===== src/rtl/coax_pkg.sv =====
// Shared definitions for the coax transmitter: frame state encoding and
// the fixed bit counts of each frame section.
package coax_pkg;

  typedef enum logic [2:0] {
    S_IDLE           = 3'd0,
    S_QUIESCE        = 3'd1,
    S_CODE_VIOLATION = 3'd2,
    S_SYNC           = 3'd3,
    S_DATA           = 3'd4,
    S_PARITY         = 3'd5,
    S_END_BIT        = 3'd6,
    S_END_CV         = 3'd7
  } state_e;

  localparam int unsigned QUIESCE_BITS   = 5;
  localparam int unsigned DATA_BITS      = 10;
  // Code violation: this many half-bits high, then this many low.
  localparam int unsigned CV_HIGH_HALVES = 3;
  localparam int unsigned CV_LOW_HALVES  = 3;
  localparam int unsigned CV_BITS        = (CV_HIGH_HALVES + CV_LOW_HALVES) / 2;
  // Width of the per-state bit counter (must hold DATA_BITS-1).
  localparam int unsigned BIT_CNT_W      = 4;

endpackage


===== src/rtl/coax_tx_bit_timer.sv =====
// Bit-period timer for the coax transmitter.
// Ports:
//   clk            - clock
//   i_rst_n        - async active-low reset
//   i_clear        - restarts the count at zero on the next edge
//   o_first_half_c - current clock lies in the first half of the bit
//   o_mid_bit_c    - current clock is the last of the first half
//   o_end_bit_c    - current clock is the last of the bit
module coax_tx_bit_timer #(
  parameter int unsigned CLOCKS_PER_BIT = 8
) (
  input  logic clk,
  input  logic i_rst_n,
  input  logic i_clear,
  output logic o_first_half_c,
  output logic o_mid_bit_c,
  output logic o_end_bit_c
);

  localparam int unsigned HALF  = CLOCKS_PER_BIT / 2;
  localparam int unsigned CNT_W = $clog2(CLOCKS_PER_BIT);

  logic [CNT_W-1:0] r_cnt;

  // Free-running modulo-CLOCKS_PER_BIT counter with synchronous clear.
  always_ff @(posedge clk or negedge i_rst_n) begin
    if (!i_rst_n) begin
      r_cnt <= '0;
    end else if (i_clear || o_end_bit_c) begin
      r_cnt <= '0;
    end else begin
      r_cnt <= r_cnt + CNT_W'(1);
    end
  end

  assign o_first_half_c = (r_cnt < CNT_W'(HALF));
  assign o_mid_bit_c    = (r_cnt == CNT_W'(HALF - 1));
  assign o_end_bit_c    = (r_cnt == CNT_W'(CLOCKS_PER_BIT - 1));

endmodule


===== src/rtl/coax_tx.sv =====
// Coax transmitter: frames 10-bit words as quiesce, code violation,
// then sync/data/parity per word, then end bit and end code violation.
// Each bit b is sent as !b for the first half-bit and b for the second.
// Ports:
//   clk    - clock
//   reset  - async active-low reset
//   data   - word to send, MSB first
//   load   - word strobe, taken when ready is high
//   ready  - holding register empty
//   tx     - registered line level
//   active - high while a frame is on the line
module coax_tx
  import coax_pkg::*;
#(
  parameter int unsigned CLOCKS_PER_BIT = 8
) (
  input  logic       clk,
  input  logic       reset,
  input  logic [9:0] data,
  input  logic       load,
  output logic       ready,
  output logic       tx,
  output logic       active
);

  state_e               r_state;
  logic [BIT_CNT_W-1:0] r_bits;
  logic [9:0]           r_hold;
  logic                 r_full;
  logic [9:0]           r_shift;
  logic                 r_par;
  logic                 r_tx;
  logic                 r_active;
  logic                 r_ready;

  state_e               w_state_n;
  logic [BIT_CNT_W-1:0] w_bits_n;
  logic [9:0]           w_hold_n;
  logic                 w_full_n;
  logic [9:0]           w_shift_n;
  logic                 w_par_n;
  logic                 w_clear;
  logic                 w_to_sync;
  logic                 w_accept;
  logic [9:0]           w_sync_word;
  logic                 w_first_half;
  logic                 w_mid;
  logic                 w_end;
  logic                 w_fh_n;
  logic [BIT_CNT_W:0]   w_half_idx;
  logic                 w_tx_n;
  logic                 w_active_n;
  logic                 w_ready_n;

  coax_tx_bit_timer #(
    .CLOCKS_PER_BIT(CLOCKS_PER_BIT)
  ) u_bit_timer (
    .clk            (clk),
    .i_rst_n        (reset),
    .i_clear        (w_clear),
    .o_first_half_c (w_first_half),
    .o_mid_bit_c    (w_mid),
    .o_end_bit_c    (w_end)
  );

  assign w_accept    = load & r_ready;
  // A word arriving on the very edge parity ends goes straight to the shifter.
  assign w_sync_word = r_full ? r_hold : data;

  // State and datapath registers.
  always_ff @(posedge clk or negedge reset) begin
    if (!reset) begin
      r_state  <= S_IDLE;
      r_bits   <= '0;
      r_hold   <= '0;
      r_full   <= 1'b0;
      r_shift  <= '0;
      r_par    <= 1'b0;
      r_tx     <= 1'b0;
      r_active <= 1'b0;
      r_ready  <= 1'b1;
    end else begin
      r_state  <= w_state_n;
      r_bits   <= w_bits_n;
      r_hold   <= w_hold_n;
      r_full   <= w_full_n;
      r_shift  <= w_shift_n;
      r_par    <= w_par_n;
      r_tx     <= w_tx_n;
      r_active <= w_active_n;
      r_ready  <= w_ready_n;
    end
  end

  // Next-state and datapath sequencing; transitions happen at bit ends.
  always_comb begin
    w_state_n = r_state;
    w_bits_n  = r_bits;
    w_hold_n  = r_hold;
    w_full_n  = r_full;
    w_shift_n = r_shift;
    w_par_n   = r_par;
    w_clear   = 1'b0;
    w_to_sync = 1'b0;

    if (w_accept) begin
      w_hold_n = data;
      w_full_n = 1'b1;
    end

    case (r_state)
      S_IDLE: begin
        w_clear = 1'b1;
        if (r_full || w_accept) begin
          w_state_n = S_QUIESCE;
          w_bits_n  = '0;
        end
      end
      S_QUIESCE: begin
        if (w_end) begin
          if (r_bits == BIT_CNT_W'(QUIESCE_BITS - 1)) begin
            w_state_n = S_CODE_VIOLATION;
            w_bits_n  = '0;
          end else begin
            w_bits_n = r_bits + BIT_CNT_W'(1);
          end
        end
      end
      S_CODE_VIOLATION: begin
        if (w_end) begin
          if (r_bits == BIT_CNT_W'(CV_BITS - 1)) begin
            w_to_sync = 1'b1;
          end else begin
            w_bits_n = r_bits + BIT_CNT_W'(1);
          end
        end
      end
      S_SYNC: begin
        if (w_end) begin
          w_state_n = S_DATA;
          w_bits_n  = '0;
        end
      end
      S_DATA: begin
        if (w_end) begin
          w_shift_n = {r_shift[8:0], 1'b0};
          if (r_bits == BIT_CNT_W'(DATA_BITS - 1)) begin
            w_state_n = S_PARITY;
            w_bits_n  = '0;
          end else begin
            w_bits_n = r_bits + BIT_CNT_W'(1);
          end
        end
      end
      S_PARITY: begin
        if (w_end) begin
          if (r_full || w_accept) begin
            w_to_sync = 1'b1;
          end else begin
            w_state_n = S_END_BIT;
          end
        end
      end
      S_END_BIT: begin
        if (w_end) begin
          w_state_n = S_END_CV;
        end
      end
      S_END_CV: begin
        if (w_end) begin
          w_state_n = S_IDLE;
        end
      end
      default: begin
        w_state_n = S_IDLE;
      end
    endcase

    // Entering SYNC empties the holding register into the shifter.
    if (w_to_sync) begin
      w_state_n = S_SYNC;
      w_bits_n  = '0;
      w_shift_n = w_sync_word;
      w_par_n   = ^w_sync_word;
      w_full_n  = 1'b0;
    end
  end

  // Half-bit position of the next clock, derived from the current strobes.
  assign w_fh_n     = w_clear | (w_first_half & ~w_mid) | w_end;
  assign w_half_idx = {w_bits_n, ~w_fh_n};

  // Output levels for the next clock, so tx/active register in step.
  always_comb begin
    w_tx_n     = 1'b0;
    w_active_n = (w_state_n != S_IDLE);
    w_ready_n  = ~w_full_n;
    case (w_state_n)
      S_QUIESCE:        w_tx_n = 1'b1 ^ w_fh_n;
      S_CODE_VIOLATION: w_tx_n = (w_half_idx < (BIT_CNT_W + 1)'(CV_HIGH_HALVES));
      S_SYNC:           w_tx_n = 1'b1 ^ w_fh_n;
      S_DATA:           w_tx_n = w_shift_n[9] ^ w_fh_n;
      S_PARITY:         w_tx_n = w_par_n ^ w_fh_n;
      S_END_BIT:        w_tx_n = w_fh_n;
      S_END_CV:         w_tx_n = 1'b1;
      default:          w_tx_n = 1'b0;
    endcase
  end

  assign tx     = r_tx;
  assign active = r_active;
  assign ready  = r_ready;

endmodule

===== config.mk =====
export PLATFORM = sky130hd
export DESIGN_NAME = coax_tx
export DESIGN_NICKNAME = d
export VERILOG_FILES = /design/src/rtl/coax_pkg.sv /design/src/rtl/coax_tx_bit_timer.sv /design/src/rtl/coax_tx.sv
export SDC_FILE = /design/constraint.sdc
export NUM_CORES = 1
export LEC_CHECK = 0
export BUFFER_PORTS_ARGS = -buffer_cell sky130_fd_sc_hd__clkbuf_2
export CAP_MARGIN = 10
export CORE_UTILIZATION = 44
export CTS_BUF_LIST = sky130_fd_sc_hd__clkbuf_16
export DETAILED_ROUTE_END_ITERATION = 8
export PLACE_DENSITY = 0.66
export RECOVER_POWER = 100
export SKIP_CTS_REPAIR_TIMING = 1
export SYNTH_ARGS = -nofsm -noshare
export SYNTH_HDL_FRONTEND = slang
export SYNTH_HIERARCHICAL = 1
export SYNTH_SLANG_ARGS = --single-unit

===== constraint.sdc =====
create_clock -name clk -period 5.7 [get_ports clk]
set_input_delay 1.425 -clock clk [delete_from_list [all_inputs] [get_ports clk]]
set_output_delay 1.425 -clock clk [all_outputs]
set_load 0.02 [all_outputs]

==> results of run 1 <==
state kept, by name (all words and copies together), names as in the netlist:
register and flops:
active 1, r_bits 4, r_full 1, r_hold 10
r_par 1, r_shift 10, r_state 3, ready 1
tx 1, u_bit_timer/r_cnt 3
cell usage after synthesis, types with 3 or more instances:
| cell type | count |
|---|---|
| sky130_fd_sc_hd__nor2_1 | 15 |
| sky130_fd_sc_hd__o22ai_1 | 3 |
| sky130_fd_sc_hd__or3_1 | 3 |
| sky130_fd_sc_hd__a31oi_1 | 3 |
| sky130_fd_sc_hd__nand2_1 | 17 |
| sky130_fd_sc_hd__and2_1 | 3 |
| sky130_fd_sc_hd__buf_2 | 6 |
| sky130_fd_sc_hd__mux2_2 | 10 |
| sky130_fd_sc_hd__nor2b_1 | 3 |
| sky130_fd_sc_hd__a21oi_1 | 3 |
| sky130_fd_sc_hd__inv_1 | 6 |
| sky130_fd_sc_hd__mux2i_1 | 13 |
| sky130_fd_sc_hd__nor3_1 | 4 |
| sky130_fd_sc_hd__nand3_1 | 3 |
| sky130_fd_sc_hd__o21ai_0 | 6 |
| sky130_fd_sc_hd__ha_1 | 7 |
| sky130_fd_sc_hd__xnor2_1 | 9 |
| sky130_fd_sc_hd__buf_4 | 3 |
| sky130_fd_sc_hd__a221o_1 | 8 |
| sky130_fd_sc_hd__dfrtp_1 | 34 |
kinds of logic (layout without fill, tap and decap cells):
| logic type | Yosys count | in the layout |
|---|---|---|
| flops | 35 | 35 |
| mux | 23 | 23 |
| xor+xnor | 11 | 11 |
| compound gates | 40 | 40 |
| simple gates | 70 | 70 |
| buf+inv | 17 | 30 |
| fa+ha+maj | 7 | 7 |
layout by cell type (no fill, tap or decap), types with 4 or more instances in the layout:
cell type / netlist / final
sky130_fd_sc_hd__a221o_1: 8 / 8
sky130_fd_sc_hd__nor2_1: 15 / 15
sky130_fd_sc_hd__nor3_1: 4 / 4
sky130_fd_sc_hd__clkbuf_2: 0 / 10
sky130_fd_sc_hd__inv_1: 6 / 9
sky130_fd_sc_hd__mux2i_1: 13 / 13
sky130_fd_sc_hd__ha_1: 7 / 7
sky130_fd_sc_hd__xnor2_1: 9 / 9
sky130_fd_sc_hd__nor2b_1: 3 / 4
sky130_fd_sc_hd__a21oi_1: 3 / 4
sky130_fd_sc_hd__dfrtp_1: 34 / 34
sky130_fd_sc_hd__o21ai_0: 6 / 8
sky130_fd_sc_hd__clkbuf_1: 1 / 5
sky130_fd_sc_hd__nand2_1: 17 / 17
sky130_fd_sc_hd__clkbuf_16: 0 / 5
sky130_fd_sc_hd__mux2_2: 10 / 10
worst register-to-register path: stages, from the launching register on:
cell	delay, ns
sky130_fd_sc_hd__dfrtp_1	0.44
sky130_fd_sc_hd__inv_1	0.13
sky130_fd_sc_hd__ha_1	0.20
sky130_fd_sc_hd__nor3b_1	0.14
sky130_fd_sc_hd__nor2b_1	0.21
sky130_fd_sc_hd__o21ai_0	1.40
sky130_fd_sc_hd__mux2i_1	0.28
sky130_fd_sc_hd__or3_1	0.43
sky130_fd_sc_hd__nand4_1	0.08
cell type report:
cell class | count | share of cell area
inverter | 7 | 0.01147
sequential | 35 | 0.3829
clock buffer | 5 | 0.05461
clock inverter | 3 | 0.004915
multi-input combinational | 151 | 0.4877
tap | 52 | 0.02840
timing repair buffer | 15 | 0.03004
worst paths after layout:
kind | from | endpoint | slack [ns] | depth (start not counted)
setup / recovery | load | tx$_DFF_PN0_ | 1.75 | 7
hold / removal | u_bit_timer/r_cnt[0]$_DFF_PN0_ | u_bit_timer/r_cnt[0]$_DFF_PN0_ | 0.44 | 1
setup reg to reg | r_bits[0]$_DFF_PN0_ | tx$_DFF_PN0_ | 2.31 | 8
hold reg to reg | u_bit_timer/r_cnt[0]$_DFF_PN0_ | u_bit_timer/r_cnt[0]$_DFF_PN0_ | 0.44 | 1
max in group asynchronous | reset | r_state[0]$_DFF_PN0_ | 2.99 | 1
min in group asynchronous | reset | u_bit_timer/r_cnt[0]$_DFF_PN0_ | 1.65 | 1
power by group through the flow:
stage	sequential, mW	clock [mW]	combinational, mW
2_1_floorplan	0.422	0	0.489
3_3_place_gp	0.464	0	0.549
4_1_cts	0.464	0.251	0.555
6_report	0.464	0.246	0.529
3_5_place_dp	0.466	0	0.553
5_1_grt	0.481	0.268	0.595
per-layer routing:
| metal | track usage | up-vias | routed length, µm | part of all wire |
|---|---|---|---|---|
| li1 | - | 774 | - | - |
| met3 | 0.05907 | 4 | 151 | 0.037 |
| met1 | 0.2612 | 761 | 2067 | 0.50 |
| met2 | 0.2762 | 22 | 1863 | 0.45 |
| met5 | 0 | - | 0 | 0 |
| met4 | 0.03333 | 0 | 27 | 0.0066 |
stage by stage:
| stage | instances | hold slack [ns] | setup WS [ns] | total power, mW |
|---|---|---|---|---|
| final | 268 | 0.4429 | 1.745 | 1.239 |
| after global routing | 268 | 0.4897 | 1.410 | 1.345 |
| after CTS | 268 | 0.4481 | 2.717 | 1.270 |
| after detailed placement | 260 | 0.4414 | 2.444 | 1.019 |
| after global placement | 260 | 0.4321 | 2.449 | 1.012 |
| after floorplan | 203 | 0.4180 | 2.870 | 0.9109 |
==> run summary, run 1 <==
CP Max Fanout = 18
number of synthesized register bits = 35
number of nets in the synthesized netlist = 223
final setup TNS = 0 ns
area overhead of the layout relative to synthesis = 7.960%
count of max-cap constraint violations = 2
wire length of the first global-routing pass = 7169 µm
area share of and/or/nand/nor cells after synthesis = 0.1899
Min-Delay Path Class = reg -> reg
number of global-route vias before repair = 1,489
number of buffers and inverters on the critical path = 1
multiplexer fraction of the synthesized cell area = 0.1144
Seq/Total Area, Yosys = 0.4133
hpwl dp = 2938 µm
post-route standard cell area excluding fillers = 2291 µm²
slew at the pin closest to its max-slew limit = 1.837 ns
type of the worst setup path = in -> reg
Power Internal = 779.6 µW
worst clock skew on the final layout = 0.003063 ns
post-synthesis instance total = 203
maximum clock frequency = 252.8 MHz
initial detailed-routing violation count = 156
mean cell area of the mapped netlist = 10.45 µm²
average wire per cell in the routed design = 15.34 µm
number of flops mapped to enable cells by yosys = 0
count of nets after finishing = 235
number of warnings printed during yosys synthesis = 6
share of the synthesized area in the top cell type = 0.4009
Post-Route WL = 4110 µm
number of fillers in the final layout = 420
total gr overflow = 0
number of remaining DRC errors = 0
Post-synth ARST share = 1.000
antenna violations before repair = 0
Die Wd = 71.45 µm
Period minus WS final = 3.955 ns
number of buffers between clock root and the deepest sink = 2
switching fraction of total power = 0.3708
largest family of logic cells by synthesized area = simple AND/OR/NAND/NOR gates
row count = 24
routed vias/inst = 5.825
worst slew margin relative to its limit = -0.2244
Sinks on Clock Net = 35
status = finished with violations
TritonCTS buffer count = 5
highest cell delay on the worst timing path = 1.38 ns
ratio of cells with drive above 1 in the final layout = 0.1528
Pwr Density = 540.8 nW/µm²
Switch Pwr = 459.4 µW
largest area contributor in the netlist = sky130_fd_sc_hd__dfrtp_1
area used by multi-input combinational logic = 1117 µm²
Comb power frac = 0.427
Synth Area in Compound Gates = 0.1568
required time at the worst-slack endpoint = 5.90 ns
post-route fraction of the period consumed by the critical path = 0.6939
placed standard-cell area = 2206 µm²
arrival time at the worst endpoint = 4.16 ns
maximum number of pins on one net before global-route repair = 36
final count of pins violating max slew = 55
number of I/O pins = 16
number of unique standard cell types used by synthesis = 55
final estimated routing congestion in global placement = 0.8057
predominant post-synthesis flop cell = sky130_fd_sc_hd__dfrtp_1
cells taking the most area after synthesis = sky130_fd_sc_hd__dfrtp_1, sky130_fd_sc_hd__mux2i_1, sky130_fd_sc_hd__mux2_2, sky130_fd_sc_hd__ha_1, sky130_fd_sc_hd__a221o_1
critical path endpoint category = flip-flop
final cell utilization of the core = 0.5086
final hold viol count = 0
vias post-DR = 1,561
global router's overall resource usage = 0.1830
clock tree from TritonCTS = built
post-route antenna net violation count = 0
Die Span Y = 71.45 µm
number of iterations in the first detailed-routing pass = 4
IO Port Bufs = 15
cells traversed along the worst timing path = clkbuf_1 -> a21oi_1 -> nor2_1 -> o21ai_0 -> mux2i_1 -> or3_1 -> nand4_1
adder and majority cell fraction of the synthesized area = 0.04127
violations in the final reports = max-capacitance violations, max-slew violations
setup repair after global routing missed its margin = false
sequential cell area = 877.1 µm²
Initial Utilization = 0.4711
mapped cell area = 2122 µm²
worst-case vdd ir drop = 0.3728 mV
leakage power = 1.061 nW
number of diodes added for antenna fixing = 0
clock insertion delay at the later pin of the skew report = 0.27 ns
clock input transition at the sequential cells of the worst setup and hold paths = 0.05 ns
fraction of power consumed by the clock network = 0.199
Root Driver = sky130_fd_sc_hd__clkbuf_16
depth of the CTS H-tree = 2
overall die area = 5104 µm²
XOR/XNOR share of the synthesized area = 0.04540
category of the worst setup path launch point = input port
endpoints failing setup = 0
sequential share of power = 0.375
family with the most delay on the worst path = compound AO/OA/AOI/OAI gates
crit path max-delay cell type = sky130_fd_sc_hd__o21ai_0
total core area = 4504 µm²
No activity file was read; power rests on OpenSTA's default activity.
==> run 2, diff against run 1 <==
==> constraint.sdc (replaced) <==
create_clock -name clk -period 4.05 [get_ports clk]
set_input_delay 1.0125 -clock clk [delete_from_list [all_inputs] [get_ports clk]]
set_output_delay 1.0125 -clock clk [all_outputs]
set_load 0.02 [all_outputs]
==> run 2 against run 1 <==
The flow still finishes with violations (max-capacitance violations, max-slew violations). Die area is the same. First-iteration DRC count shrank 41%. Total power grew 49%. Core utilization grew 1.1 points. Critical endpoint unchanged. Largest cell class unchanged.
==> run summary, run 2 (same netlist as run 1, synthesis figures left out) <==
Die Span Y = 71.45 µm (unchanged)
global router's overall resource usage = 0.1835 (+0.0004698)
number of fillers in the final layout = 413 (-1.7%)
status = finished with violations
post-route antenna net violation count = 0 (unchanged)
type of the worst setup path = reg -> reg
crit path max-delay cell type = sky130_fd_sc_hd__ha_1
commonest cells after routing, fill and taps aside = sky130_fd_sc_hd__dfrtp_1, sky130_fd_sc_hd__nand2_1, sky130_fd_sc_hd__nor2_1
post-route fraction of the period consumed by the critical path = 0.6708
final count of pins violating max slew = 36 (-35%)
number of global-route vias before repair = 1,504 (+1.0%)
Root Driver = sky130_fd_sc_hd__clkbuf_16
Die Wd = 71.45 µm (unchanged)
cells traversed along the worst timing path = ha_1 -> ha_1 -> and4bb_1 -> a221oi_2 -> o21ai_0 -> a21oi_1 -> or4_1 -> nand4_1
antenna violations before repair = 0 (unchanged)
number of buffers between clock root and the deepest sink = 2 (unchanged)
clock input transition at the sequential cells of the worst setup and hold paths = 0.05 ns (about the same)
violations in the final reports = max-capacitance violations, max-slew violations
CP Max Fanout = 23 (+5)
maximum number of pins on one net before global-route repair = 36 (unchanged)
Initial Utilization = 0.4711 (unchanged)
initial detailed-routing violation count = 92 (-41%)
post-route standard cell area excluding fillers = 2341 µm² (+2.2%)
vias post-DR = 1,540 (-1.3%)
number of diodes added for antenna fixing = 0 (unchanged)
final cell utilization of the core = 0.5197 (+0.01111)
number of buffers and inverters on the critical path = 0 (-1)
arrival time at the worst endpoint = 2.92 ns (-1.24 ns)
Sinks on Clock Net = 35 (unchanged)
row count = 24 (unchanged)
grt met2 use = 0.2794 (+0.003175)
final estimated routing congestion in global placement = 0.8037 (-0.25%)
area overhead of the layout relative to synthesis = 10.32%
TritonCTS buffer count = 5 (unchanged)
final hold viol count = 0 (unchanged)
Pwr Density = 786.5 nW/µm² (+45%)
most used routing layer in global routing = met2
critical path endpoint category = flip-flop
total gr overflow = 0 (unchanged)
most common library cell in the layout ignoring fill and taps = sky130_fd_sc_hd__dfrtp_1
hold slack final = 0.4483 ns (+0.005422 ns)
number of remaining DRC errors = 0 (unchanged)
cell seen most often among critical-path stages = sky130_fd_sc_hd__ha_1
leakage power = 1.065 nW (+0.33%)
number of I/O pins = 16 (unchanged)
placed standard-cell area = 2206 µm² (unchanged)
slew at the pin closest to its max-slew limit = 1.810 ns (-0.02622 ns)
category of the worst setup path launch point = flip-flop
depth of the CTS H-tree = 2 (unchanged)
final setup TNS = 0 ns (unchanged)
total core area = 4504 µm² (unchanged)
wire length of the first global-routing pass = 7231 µm (+0.86%)
overall die area = 5104 µm² (unchanged)
registers with the most flip-flops = r_hold x10, r_shift x10, r_bits x4
required time at the worst-slack endpoint = 4.25 ns (-1.65 ns)
Min-Delay Path Class = reg -> reg
number of iterations in the first detailed-routing pass = 5 (+1)
routed vias/inst = 5.746 (-1.3%)
worst slew margin relative to its limit = -0.2069 (+0.01748)
worst clock skew on the final layout = 0.005640 ns (+0.002577 ns)
highest cell delay on the worst timing path = 0.65 ns (-0.73 ns)
met3 track utilization from global routing = 0.03797 (-0.02110)
clock tree from TritonCTS = built
setup repair after global routing missed its margin = false
average wire per cell in the routed design = 15.40 µm (+0.39%)
fraction of met1 tracks used by global routing = 0.2656 (+0.004381)
IO Port Bufs = 15 (unchanged)
Period minus WS final = 2.717 ns
worst-case vdd ir drop = 0.4858 mV (+30%)
clock insertion delay at the later pin of the skew report = 0.27 ns (about the same)
maximum clock frequency = 368.1 MHz
count of max-cap constraint violations = 1 (-1)
endpoints failing setup = 0 (unchanged)
family with the most delay on the worst path = simple AND/OR/NAND/NOR gates
Post-Route WL = 4126 µm (+0.39%)
ratio of cells with drive above 1 in the final layout = 0.1713 (+0.01852)
hpwl dp = 2954 µm (+0.54%)
count of nets after finishing = 235 (unchanged)
## run 2: cell types whose count changed in the layout (fill, tap and decap cells not counted)
cell,previous run,this run
sky130_fd_sc_hd__o21ai_2,0,1
sky130_fd_sc_hd__a2111oi_0,1,0
sky130_fd_sc_hd__inv_1,9,6
sky130_fd_sc_hd__a2111oi_4,0,1
sky130_fd_sc_hd__clkinv_1,0,1
sky130_fd_sc_hd__and2_0,1,2
sky130_fd_sc_hd__and2_1,2,1
sky130_fd_sc_hd__bufinv_16,0,1
sky130_fd_sc_hd__clkinv_2,0,1
sky130_fd_sc_hd__o21ai_0,8,7
## run 2: metal layers
| metal | wire [µm] | share of wire | vias up |
|---|---|---|---|
| li1 | - | - | 767 |
| met1 | 1933 | 0.47 | 729 |
| met2 | 1954 | 0.47 | 40 |
| met3 | 199 | 0.048 | 4 |
| met4 | 38 | 0.0092 | 0 |
| met5 | 0 | 0 | - |
## run 2: worst register-to-register path, stage by stage (launching register included)
cell and delay (ns):
sky130_fd_sc_hd__dfrtp_1 0.35, sky130_fd_sc_hd__ha_1 0.18, sky130_fd_sc_hd__ha_1 0.65, sky130_fd_sc_hd__and4bb_1 0.57
sky130_fd_sc_hd__a221oi_2 0.05, sky130_fd_sc_hd__o21ai_0 0.18, sky130_fd_sc_hd__a21oi_1 0.12, sky130_fd_sc_hd__or4_1 0.48
sky130_fd_sc_hd__nand4_1 0.08
## run 2: area by class of cell
class | instances | area [µm²] | share of cell area
flip-flops and latches | 35 | 877.1 | 0.3747
repair buffers | 15 | 68.82 | 0.02940
inverters | 7 | 26.28 | 0.01122
well taps | 52 | 65.06 | 0.02779
clock inverters | 3 | 38.79 | 0.01657
clock buffers | 5 | 125.1 | 0.05345
multi-input cells | 151 | 1140 | 0.4869
## run 2: per-stage QoR
stage,power [mW],std cells,worst slack [ns]
floorplan,1.282,203,1.633
finish,1.841,268,1.333
global placement,1.424,260,1.235
detailed placement,1.435,260,1.188
global route,1.985,268,1.073
CTS,1.868,268,1.339
## run 2: path summary, 6_finish.rpt
| kind | start | endpoint | slack [ns] | cells past startpoint |
|---|---|---|---|---|
| min reg2reg | u_bit_timer/r_cnt[0]$_DFF_PN0_ | u_bit_timer/r_cnt[0]$_DFF_PN0_ | 0.45 | 1 |
| min in group asynchronous | reset | r_bits[0]$_DFF_PN0_ | 1.23 | 1 |
| min | u_bit_timer/r_cnt[0]$_DFF_PN0_ | u_bit_timer/r_cnt[0]$_DFF_PN0_ | 0.45 | 1 |
| max in group asynchronous | reset | active$_DFF_PN0_ | 1.78 | 1 |
| max | u_bit_timer/r_cnt[0]$_DFF_PN0_ | tx$_DFF_PN0_ | 1.33 | 8 |
| max reg2reg | u_bit_timer/r_cnt[0]$_DFF_PN0_ | tx$_DFF_PN0_ | 1.33 | 8 |
## run 2: report_power, final
| group | switching, mW | total (mW) | internal, mW |
|---|---|---|---|
| Sequential | 0.142 | 0.647 | 0.506 |
| Clock | 0.133 | 0.419 | 0.286 |
| Combinational | 0.400 | 0.775 | 0.374 |
==> run 3, diff against run 2 <==
==> constraint.sdc (replaced) <==
create_clock -name clk -period 2.65 [get_ports clk]
set_input_delay 0.6625 -clock clk [delete_from_list [all_inputs] [get_ports clk]]
set_output_delay 0.6625 -clock clk [all_outputs]
set_load 0.02 [all_outputs]
==> run 3 against run 2 <==
The run still ends with max-capacitance violations, max-slew violations left. Worst setup slack worse by 1.1 ns. Critical path depth grew 1. Register-to-register slack worse by 1.1 ns. Combinational power grew 64%. Clock power increased by 77%. Non-clock buffer count up 9. Maximum frequency increased by 14%. Core utilization up 1.9 points. Die area unchanged. Sequential power rose by 47%.
==> run summary, run 3 (same netlist as run 1, synthesis figures left out) <==
status = finished with violations
violations in the final reports = max-capacitance violations, max-slew violations
final hold viol count = 0 (unchanged)
Period minus WS final = 2.391 ns (-0.3258 ns)
vias post-DR = 1,597 (+3.7%)
met3 track utilization from global routing = 0.03376 (-0.004219)
post-route fraction of the period consumed by the critical path = 0.9022 (+0.2314)
number of global-route vias before repair = 1,617 (+7.5%)
Critical Path Stages = 9 (+1)
final estimated routing congestion in global placement = 0.8483 (+5.5%)
number of remaining DRC errors = 0 (unchanged)
row count = 24 (unchanged)
setup repair after global routing missed its margin = false
clock insertion delay at the later pin of the skew report = 0.27 ns (about the same)
Die Span Y = 71.45 µm (unchanged)
grt met2 use = 0.2952 (+0.01587)
Die Wd = 71.45 µm (unchanged)
crit path max-delay cell type = sky130_fd_sc_hd__dfrtp_1
Pwr Density = 1219 nW/µm² (+55%)
TritonCTS buffer count = 5 (unchanged)
number of fillers in the final layout = 416 (+0.73%)
final count of pins violating max slew = 36 (unchanged)
Min-Delay Path Class = reg -> reg
cells traversed along the worst timing path = ha_1 -> ha_1 -> nand2_1 -> o22ai_1 -> a2111oi_4 -> buf_4 -> nand2_1 -> or3_1 -> nand4_1
reg2reg start = u_bit_timer/r_cnt[0]$_DFF_PN0_
maximum number of pins on one net before global-route repair = 36 (unchanged)
worst slew margin relative to its limit = -0.2338 (-0.02694)
FF-to-FF setup slack = 0.26 ns (-1.07 ns)
arrival time at the worst endpoint = 2.59 ns (-0.33 ns)
registers with the most flip-flops = r_hold x10, r_shift x10, r_bits x4
clock tree from TritonCTS = built
CP Max Fanout = 15 (-35%)
most used routing layer in global routing = met2
Root Driver = sky130_fd_sc_hd__clkbuf_16
placed standard-cell area = 2273 µm² (+3.1%)
length in cells of the worst reg-to-reg path = 9 (+1)
final setup TNS = 0 ns (unchanged)
number of iterations in the first detailed-routing pass = 4 (-1)
number of I/O pins = 16 (unchanged)
commonest cells after routing, fill and taps aside = sky130_fd_sc_hd__dfrtp_1, sky130_fd_sc_hd__nand2_1, sky130_fd_sc_hd__nor2_1
fraction of met1 tracks used by global routing = 0.2655 (about the same)
min setup slack post-route = 0.2592 ns (-1.074 ns)
number of buffers and inverters on the critical path = 1 (+1)
overall die area = 5104 µm² (unchanged)
total gr overflow = 0 (unchanged)
count of max-cap constraint violations = 1 (unchanged)
Initial Utilization = 0.4711 (unchanged)
capture instance of the worst register-to-register path = tx$_DFF_PN0_
type of the worst setup path = reg -> reg
clock input transition at the sequential cells of the worst setup and hold paths = 0.05 ns (about the same)
category of the worst setup path launch point = flip-flop
Placement Setup Slack = 0.2807 ns (-0.9069 ns)
critical path endpoint category = flip-flop
antenna violations before repair = 0 (unchanged)
maximum clock frequency = 418.3 MHz (+14%)
Critical path destination = tx$_DFF_PN0_
number of diodes added for antenna fixing = 0 (unchanged)
Sinks on Clock Net = 35 (unchanged)
global router's overall resource usage = 0.1899 (+0.006442)
post-route standard cell area excluding fillers = 2429 µm² (+3.7%)
endpoints failing setup = 0 (unchanged)
Worst Setup SP = u_bit_timer/r_cnt[0]$_DFF_PN0_
Post-Route WL = 4235 µm (+2.6%)
family with the most delay on the worst path = simple AND/OR/NAND/NOR gates
number of buffers between clock root and the deepest sink = 2 (unchanged)
highest cell delay on the worst timing path = 0.38 ns (-0.27 ns)
IO Port Bufs = 15 (unchanged)
hpwl dp = 3117 µm (+5.5%)
leakage power = 1.120 nW (+5.1%)
area overhead of the layout relative to synthesis = 14.45%
average wire per cell in the routed design = 15.29 µm (-0.69%)
most common library cell in the layout ignoring fill and taps = sky130_fd_sc_hd__dfrtp_1
worst clock skew on the final layout = 0.006279 ns (+0.0006390 ns)
worst-case vdd ir drop = 0.7287 mV (+50%)
ratio of cells with drive above 1 in the final layout = 0.2000 (+0.02870)
depth of the CTS H-tree = 2 (unchanged)
slew at the pin closest to its max-slew limit = 1.851 ns (+0.04042 ns)
required time at the worst-slack endpoint = 2.85 ns (-1.40 ns)
initial detailed-routing violation count = 122 (+33%)
total core area = 4504 µm² (unchanged)
count of nets after finishing = 244 (+3.8%)
wire length of the first global-routing pass = 7527 µm (+4.1%)
post-route antenna net violation count = 0 (unchanged)
routed vias/inst = 5.765 (+0.33%)
-- run 3: per-stage QoR --
step	cells	util	power (mW)	hold slack, ns
floorplan	203	-	1.959	0.3669
global placement	269	0.5047	2.235	0.4310
detailed placement	269	0.5047	2.254	0.4411
CTS	277	0.5467	3.015	0.4476
global route	277	0.5392	3.181	0.4854
finish	277	0.5392	2.961	0.4431
-- run 3: worst reg2reg max path, cell delays in order (launching register included) --
cell	delay (ns)
sky130_fd_sc_hd__dfrtp_1	0.38
sky130_fd_sc_hd__ha_1	0.22
sky130_fd_sc_hd__ha_1	0.37
sky130_fd_sc_hd__nand2_1	0.19
sky130_fd_sc_hd__o22ai_1	0.13
sky130_fd_sc_hd__a2111oi_4	0.38
sky130_fd_sc_hd__buf_4	0.20
sky130_fd_sc_hd__nand2_1	0.06
sky130_fd_sc_hd__or3_1	0.31
sky130_fd_sc_hd__nand4_1	0.09
-- run 3: layer usage --
layer,part of all wire,vias up
met1,0.49,776
met5,0,-
li1,-,783
met2,0.46,34
met4,0.0094,0
met3,0.038,4
-- run 3: final cells by class --
type	count	area, µm²	area share
tap	52	65.06	0.02679
timing repair buffer	24	128.9	0.05307
clock buffer	5	125.1	0.05152
sequential	35	877.1	0.3612
inverter	7	26.28	0.01082
multi-input combinational	151	1142	0.4704
clock inverter	3	63.81	0.02628
-- run 3: worst min-delay path by stage --
| stage | depth (start not counted) | end | from |
|---|---|---|---|
| final | 1 | u_bit_timer/r_cnt[0]$_DFF_PN0_ | u_bit_timer/r_cnt[0]$_DFF_PN0_ |
| after global routing | 1 | u_bit_timer/r_cnt[0]$_DFF_PN0_ | u_bit_timer/r_cnt[0]$_DFF_PN0_ |
| after CTS | 1 | u_bit_timer/r_cnt[0]$_DFF_PN0_ | u_bit_timer/r_cnt[0]$_DFF_PN0_ |
| after detailed placement | 1 | u_bit_timer/r_cnt[0]$_DFF_PN0_ | u_bit_timer/r_cnt[0]$_DFF_PN0_ |
| after global placement | 1 | u_bit_timer/r_cnt[0]$_DFF_PN0_ | u_bit_timer/r_cnt[0]$_DFF_PN0_ |
| after floorplan | 0 | active$_DFF_PN0_ | reset |
-- run 3: where the power goes --
part / leakage, nW / total (mW) / internal, mW / switching (mW)
Combinational: 0.600 / 1.27 / 0.616 / 0.652
Sequential: 0.424 / 0.951 / 0.774 / 0.177
Clock: 0.0952 / 0.741 / 0.535 / 0.206
